==> src/rtl/instruction_fetch_unit.sv <==
// instruction_fetch_unit: PC-driven instruction fetch over req/ack with an in-order decode queue
module instruction_fetch_unit #(
  parameter int          DEPTH    = 2,
  parameter logic [31:0] NOP_INST = 32'h00000013
) (
  input  logic        CLK,
  input  logic        RESET_N,
  input  logic [31:0] Pc,
  input  logic        Flush,
  output logic        PcEn,
  output logic        IMemReq,
  output logic [31:0] IMemAddr,
  input  logic [31:0] IMemRdata,
  input  logic        IMemAck,
  output logic [31:0] Inst,
  output logic [31:0] InstPc,
  output logic        InstFault,
  output logic        InstValid,
  input  logic        InstReady
);
  localparam int CW = $clog2(DEPTH + 1);
  localparam int PW = DEPTH > 1 ? $clog2(DEPTH) : 1;
  localparam logic [CW-1:0] FULL = CW'(DEPTH);
  localparam logic [PW-1:0] LAST = PW'(DEPTH - 1);
  typedef enum logic [1:0] {IDLE, WAIT, DRAIN, HALT} state_t;
  state_t state, state_nx;
  logic [31:0] addr_q, push_pc;
  logic [CW-1:0] count;
  logic [PW-1:0] head, tail;
  logic [31:0] q_pc [DEPTH];
  logic [31:0] q_inst [DEPTH];
  logic q_fault [DEPTH];
  logic idle, wt, dr, not_full, aligned, mem_push, push_fault, push, pop;
  // request, push and next-state decode; flush wins over everything else
  always_comb begin
    idle       = state == IDLE;
    wt         = state == WAIT;
    dr         = state == DRAIN;
    not_full   = count < FULL;
    aligned    = Pc[1:0] == 2'b00;
    IMemReq    = RESET_N && ((idle && not_full && !Flush && aligned) || wt || dr);
    IMemAddr   = idle ? Pc : addr_q;
    mem_push   = !Flush && IMemAck && ((idle && IMemReq) || wt);
    push_fault = idle && not_full && !Flush && !aligned;
    push       = mem_push || push_fault;
    push_pc    = idle ? Pc : addr_q;
    pop        = InstValid && InstReady && !Flush;
    PcEn       = RESET_N && (mem_push || Flush);
    state_nx   = Flush ? (((wt || dr) && !IMemAck) ? DRAIN : IDLE)
               : push_fault ? HALT
               : (idle && IMemReq && !IMemAck) ? WAIT
               : ((wt || dr) && IMemAck) ? IDLE : state;
  end
  // head-of-queue presentation, zeroed when empty
  always_comb begin
    InstValid = count != '0;
    Inst      = InstValid ? q_inst[head] : '0;
    InstPc    = InstValid ? q_pc[head] : '0;
    InstFault = InstValid && q_fault[head];
  end
  // FSM state and the address held while a request is outstanding
  always_ff @(posedge CLK or negedge RESET_N) begin
    if (!RESET_N) begin
      state  <= IDLE;
      addr_q <= '0;
    end else begin
      state  <= state_nx;
      addr_q <= (idle && IMemReq && !IMemAck) ? Pc : addr_q;
    end
  end
  // queue pointers and occupancy; a flush empties the queue outright
  always_ff @(posedge CLK or negedge RESET_N) begin
    if (!RESET_N) begin
      count <= '0;
      head  <= '0;
      tail  <= '0;
    end else if (Flush) begin
      count <= '0;
      head  <= '0;
      tail  <= '0;
    end else begin
      count <= count + CW'(push) - CW'(pop);
      head  <= pop ? (head == LAST ? '0 : head + 1'b1) : head;
      tail  <= push ? (tail == LAST ? '0 : tail + 1'b1) : tail;
    end
  end
  // queue storage; contents only matter while counted as valid
  always_ff @(posedge CLK) begin
    if (push && !Flush) begin
      q_pc[tail]    <= push_pc;
      q_inst[tail]  <= push_fault ? NOP_INST : IMemRdata;
      q_fault[tail] <= push_fault;
    end
  end
endmodule

==> config.mk <==
export PLATFORM = sky130hd
export DESIGN_NAME = instruction_fetch_unit
export DESIGN_NICKNAME = d
export VERILOG_FILES = /design/src/rtl/instruction_fetch_unit.sv
export SDC_FILE = /design/constraint.sdc
export NUM_CORES = 1
export LEC_CHECK = 0
export ABC_AREA = 1
export CORE_MARGIN = 2
export CORE_UTILIZATION = 36
export DETAILED_ROUTE_END_ITERATION = 16
export PLACE_DENSITY_LB_ADDON = 0.2
export SLEW_MARGIN = 40
export SYNTH_ARGS = -nofsm -noshare
export SYNTH_HDL_FRONTEND = slang
export SYNTH_SLANG_ARGS = --single-unit
==> constraint.sdc <==
create_clock -name CLK -period 5.5 [get_ports CLK]
set_input_delay 1.1 -clock CLK [delete_from_list [all_inputs] [get_ports CLK]]
set_output_delay 1.1 -clock CLK [all_outputs]
set_load 0.02 [all_outputs]
# Word level (Yosys, flattened, before mapping)
# Memory sizes are Yosys's and may differ from the RTL's.
# Index checks and enable logic that the tools add are counted.
# W data, S select, Z words.
dict set report totals {
  out_inout_bits 100
  input_bits 69
  reg_bits 38
  n_memories 3
  ram_bits 130
}
# name words word_bits read_ports rd_clocked_by_memory_dff wr line
set mem_list {}
lappend mem_list {q_inst 2 32 1 0 1 31} ;# logic [31:0] q_inst [DEPTH];
lappend mem_list {q_pc 2 32 1 0 1 30} ;# logic [31:0] q_pc [DEPTH];
lappend mem_list {q_fault 2 1 1 0 1 32} ;# logic q_fault [DEPTH];
dict set report classes {
  add_sub_neg 4
  eq_ne 2
  reduce_logical 31
  n_lt_le_gt_ge 1
  mux 18
}
# op n
set ops {}
lappend ops {{$mux W32} 4}
lappend ops {{$logic_and A1 B1 Y1} 16}
lappend ops {{$mux W2} 6}
lappend ops {{$mux W1} 8}
lappend ops {{$logic_or A1 B1 Y1} 6}
lappend ops {{$reduce_bool A2 Y1} 3}
lappend ops {{$logic_not A2 Y1} 2}
lappend ops {{$reduce_bool A4 Y1} 1}
lappend ops {{$logic_not A1 Y1} 3}
lappend ops {{$add A1 B1 Y1 const B} 2}
lappend ops {{$add A2 B1 Y2} 1}
lappend ops {{$eq A2 B1 Y1 const B} 1}
lappend ops {{$eq A2 B2 Y1 const B} 1}
lappend ops {{$lt A2 B2 Y1 const B} 1}
lappend ops {{$sub A2 B1 Y2} 1}

# Logic depth before layout (Yosys ltp)
dict set report logic_depth {
  ltp_word 14
  ltp_mapped 14
  depth_no_buf 14
}

# Worst setup path before layout
# OpenSTA, ideal clock, no wires.
dict set report synth_timing {
  path_kind {in2reg}
  startpoint {input Flush}
  endpoint {memory q_fault[1], enable pin}
  setup_time_ns 0.490
  path_stages 10
  required_ns 5.010
  path_slack_ns 0.487
  arrival_time_ns 4.523
  n_path_buf 1
  path_cell_list {buf_6 > nor2_4 > nand3_2 > nand2_2 > nand3_1 > nand2_1 > nand2_1 > nand2_1 > inv_2 > nor2_1}
}
dict set report synth_between {
  elab_chain_len 13
  word_cells_on_any_way 15
}
# element line
set synth_rtl {}
lappend synth_rtl {{start, declared} 9} ;# input logic Flush,
lappend synth_rtl {{$logic_not A1 Y1 (*)} n/a}
lappend synth_rtl {{$logic_and A1 B1 Y1} {41, 44}}
lappend synth_rtl {{$logic_and A1 B1 Y1} 41} ;# IMemReq = RESET_N && ((idle && not_full && !Flush && aligned) || wt || dr);
lappend synth_rtl {{$logic_or A1 B1 Y1 (2 in series)} 41}
lappend synth_rtl {{$logic_and A1 B1 Y1} 41}
lappend synth_rtl {{$logic_and A1 B1 Y1} 43} ;# mem_push = !Flush && IMemAck && ((idle && IMemReq) || wt);
lappend synth_rtl {{$logic_or A1 B1 Y1} 43}
lappend synth_rtl {{$logic_and A1 B1 Y1} 43}
lappend synth_rtl {{$logic_or A1 B1 Y1} 45} ;# push = mem_push || push_fault;
lappend synth_rtl {{$logic_and A1 B1 Y1 (*)} 89} ;# if (push && !Flush) begin
lappend synth_rtl {{$mux W1 (*)} 89}
lappend synth_rtl {{$mux W1 (implied by the code) (*)} 92} ;# q_fault[tail] <= push_fault;
lappend synth_rtl {{end, declared} 32}
# Every way passes the cells marked *; elsewhere a longest branch is shown, timed or not.

# Worst setup path after layout
dict set report layout_timing {
  startpoint {input Flush}
  endpoint {output PcEn}
}
dict set report layout_between {
  elab_chain_len 11
  word_cells_on_any_way 12
}
# element line
set layout_rtl {}
lappend layout_rtl {{$logic_not A1 Y1} {41, 43}}
lappend layout_rtl {{$logic_and A1 B1 Y1 (2 in series)} 41}
lappend layout_rtl {{$logic_or A1 B1 Y1 (2 in series)} 41}
lappend layout_rtl {{$logic_and A1 B1 Y1} 41}
lappend layout_rtl {{$logic_and A1 B1 Y1} 43}
lappend layout_rtl {{$logic_or A1 B1 Y1} 43}
lappend layout_rtl {{$logic_and A1 B1 Y1} 43}
lappend layout_rtl {{$logic_or A1 B1 Y1 (*)} 48} ;# PcEn = RESET_N && (mem_push || Flush);
lappend layout_rtl {{$logic_and A1 B1 Y1 (*)} 48}
lappend layout_rtl {{end, declared} 10} ;# output logic PcEn,
# Marks and branches as above.

==> flow_summary.ini <==
[run_status]
status = complete, no violations

[clocking]
cts_tree = done
path_clk_slew_ns = 0.06
clk_latency_ns = 0.42
hold_buffers = 0
clockRootBuffer = clkbuf_16
clk_path_buf_depth = 2
cts_made_buffers = 17
postCtsSetupBuffers = 0
cts.sinks = 168
htreeDepth = 4
cts_resized = 0

[synthesis]
synth_area_leaders = edfxtp_1 55%, dfrtp_1 13%, nand2_1 10%
syn_avg_cell_area_um2 = 10.5
ys_seq_elements = 168
synth_top_area_cell = edfxtp_1
synth_flop_cell = edfxtp_1
yosysTopAreaCellShare_pct = 54.6
synth.most_common_cell = nand2_1
ys_types = 26
async_reset_ff_share_pct = 22.6
syn-num-nets = 754
synth_area_mm2 = 0.00715
yosysSeqAreaShare_pct = 67.9
ys_top_cells_by_count = 200 x nand2_1, 130 x edfxtp_1, 100 x a21oi_1, 75 x inv_1, 42 x nor2_1
synth_edf_count = 130
yosys_warnings = 0
synth_cells = 680

[min_path]
hold_end = addr_q[12]
hold-path-cell-count = 2
hold_path.class = flip-flop to flip-flop
holdCritStartpoint = addr_q[12]

[setup_path]
r2r_start = state[0]
r2r_slack_ns = 2.30
path_max_fanout = 9
critical_path_required_ns = 4.40
cp-end-kind = output pin
critPathKind = primary input to output pin
startpoint_type = primary input
arrival_ns = 3.07
timing.rr.end = q_pc[1][15]
reg2regPathDepth = 9

[die]
io_pins = 169
die_area_mm2 = 0.0210
die_x_um = 145
rows = 51
die_y_um = 145
start_util_pct = 36.8
core_mm2 = 0.0195

[run]
maxCapViolCount = 0

[final_layout]
ff_latch_area_mm2 = 0.00486
final_nets = 910
drive_gt1_share_pct = 7.66
fill_cells = 1781
fin_area_mm2 = 0.00966
insertedDiodeCount = 0
area_growth_pct = 35.0
finalNonFillerCells = 1114
multi_input_area_mm2 = 0.00182

[timing]
hold_violations = 0
skew_ns = 0.0116
fmax_mhz = 240
final.setup.tns_ns = 0
period_needed_ns = 4.17
slew_violations = 0
setup_viol = 0
slew_headroom_pct = 48.0
rsz0062_at_grt = no
finalCritPeriodShare_pct = 75.9
hold_ws_ns = 0.480
tightest_slew_ns = 0.778

[pwr]
p_switching_w = 0.00220
peakVddDrop_v = 0.000342
seqPwrFrac_pct = 34.3
combPwrFrac_pct = 45.1
fin_total_pwr_w = 0.00583
p_int_w = 0.00363
pwr-share-clk_pct = 20.7
p_sw_share_pct = 37.8
power.leakage_nw = 3.92
p_per_area_mw_per_mm2 = 603

[placed_design]
routabilityCongestion = 0.781
place_inst = 1082
portBuffers = 168
hpwl_mm = 10.5
dpl_cell_area_mm2 = 0.00906

[detailed_routing]
first_iter_violations = 242
vias_per_cell = 4.57
drc = 0
ant_nets = 0
dr.pass1.iters = 4
routed_wl_mm = 17.1
wl_per_cell_um = 15.4
vias = 5095

[global_routing]
grt_overflow_total = 0
grt_pass1_wl_mm = 27.2
grt_pass1_vias = 5084
grtUsageTotal_pct = 16.7
grt_max_degree = 66
antenna_found_initial = 0
## cell usage in the layout, fill, tap and decap left out
cell type / n
clkinvlp_4: 1
nand2_2: 1
bufinv_16: 3
xor2_1: 1
ha_1: 4
nor2_2: 1
clkinv_2: 4
nand2_1: 200
dfrtp_2: 1
o211ai_1: 1
dfrtp_1: 37
buf_12: 2
o21ai_0: 3
clkbuf_16: 17
inv_1: 73
nand3_2: 1
clkdlybuf4s50_1: 167
clkbuf_1: 4
nor2_4: 3
ha_2: 1
o21ai_1: 18
nand4_1: 1
nand4_4: 1
buf_2: 1
xnor2_1: 1
o21ai_2: 12
clkinv_4: 1
or2_2: 3
nor2_1: 40
inv_2: 4
buf_4: 6
a21oi_1: 100
clkbuf_8: 2
nand3_1: 4
edfxtp_1: 130
## flip-flops by register name (all words and copies together), names as in the netlist
name / flops
tail: 1
state: 2
count: 2
q_fault: 2
q_inst: 64
head: 1
q_pc: 64
addr_q: 32
## metal layers
layer | vias up | track usage [%] | wire length (µm)
met5 | - | 0 | 0
met2 | 162 | 26.9 | 8040
met3 | 12 | 4.47 | 1060
met4 | 0 | 4.60 | 145
met1 | 2374 | 22.3 | 7870
li1 | 2547 | - | -
## through the flow
stage	worst slack [ns]	util (%)
CTS	1.31	49.6
detailed placement	1.32	46.6
global route	1.13	49.6
finish	1.33	49.6
floorplan	0.487	-
global placement	1.32	46.6
## power by group through the flow
stage | Clock, W | Sequential (W) | Combinational [W]
floorplan | 0 | 0.00201 | 0.00151
CTS | 0.00123 | 0.00200 | 0.00267
detailed placement | 0 | 0.00202 | 0.00266
global route | 0.00129 | 0.00203 | 0.00287
finish | 0.00120 | 0.00200 | 0.00263
global placement | 0 | 0.00201 | 0.00264
## how the worst max path moves through the flow
stage | cells past startpoint | from | to
after global placement | 9 | Flush | PcEn
final | 9 | Flush | PcEn
after detailed placement | 9 | Flush | PcEn
after CTS | 9 | Flush | PcEn
after floorplan | 10 | Flush | q_fault[1]
after global routing | 6 | state[0] | IMemAddr[31]
## final cells by class
cell class,count,area share [%]
Timing Repair Buffer,176,18.2
Inverter,77,2.99
Clock buffer,23,4.85
Multi-Input combinational cell,396,18.9
Sequential cell,168,50.3
Clock inverter,9,1.31
Tap cell,265,3.43
## kinds of logic after synthesis
kind of cell               Yosys count  synth area share, %
adders and majority gates            5                0.875
AOI/OAI and AO/OA                  134                 10.0
and+or+nand+nor                    255                 14.0
DFF                                168                 67.9
buffers and inverters              116                 7.00
xor gates and xnor gates             2                0.245
## worst max-delay path, stage by stage
cell             delay (ns)
clkdlybuf4s50_1        0.60
nor2_4                 0.19
nand3_2                0.08
nand2_2                0.11
nand3_1                0.07
nand2_1                0.08
nand2_1                0.08
a21oi_1                0.14
clkdlybuf4s50_1        0.62
(Power assumes the default switching activity.)
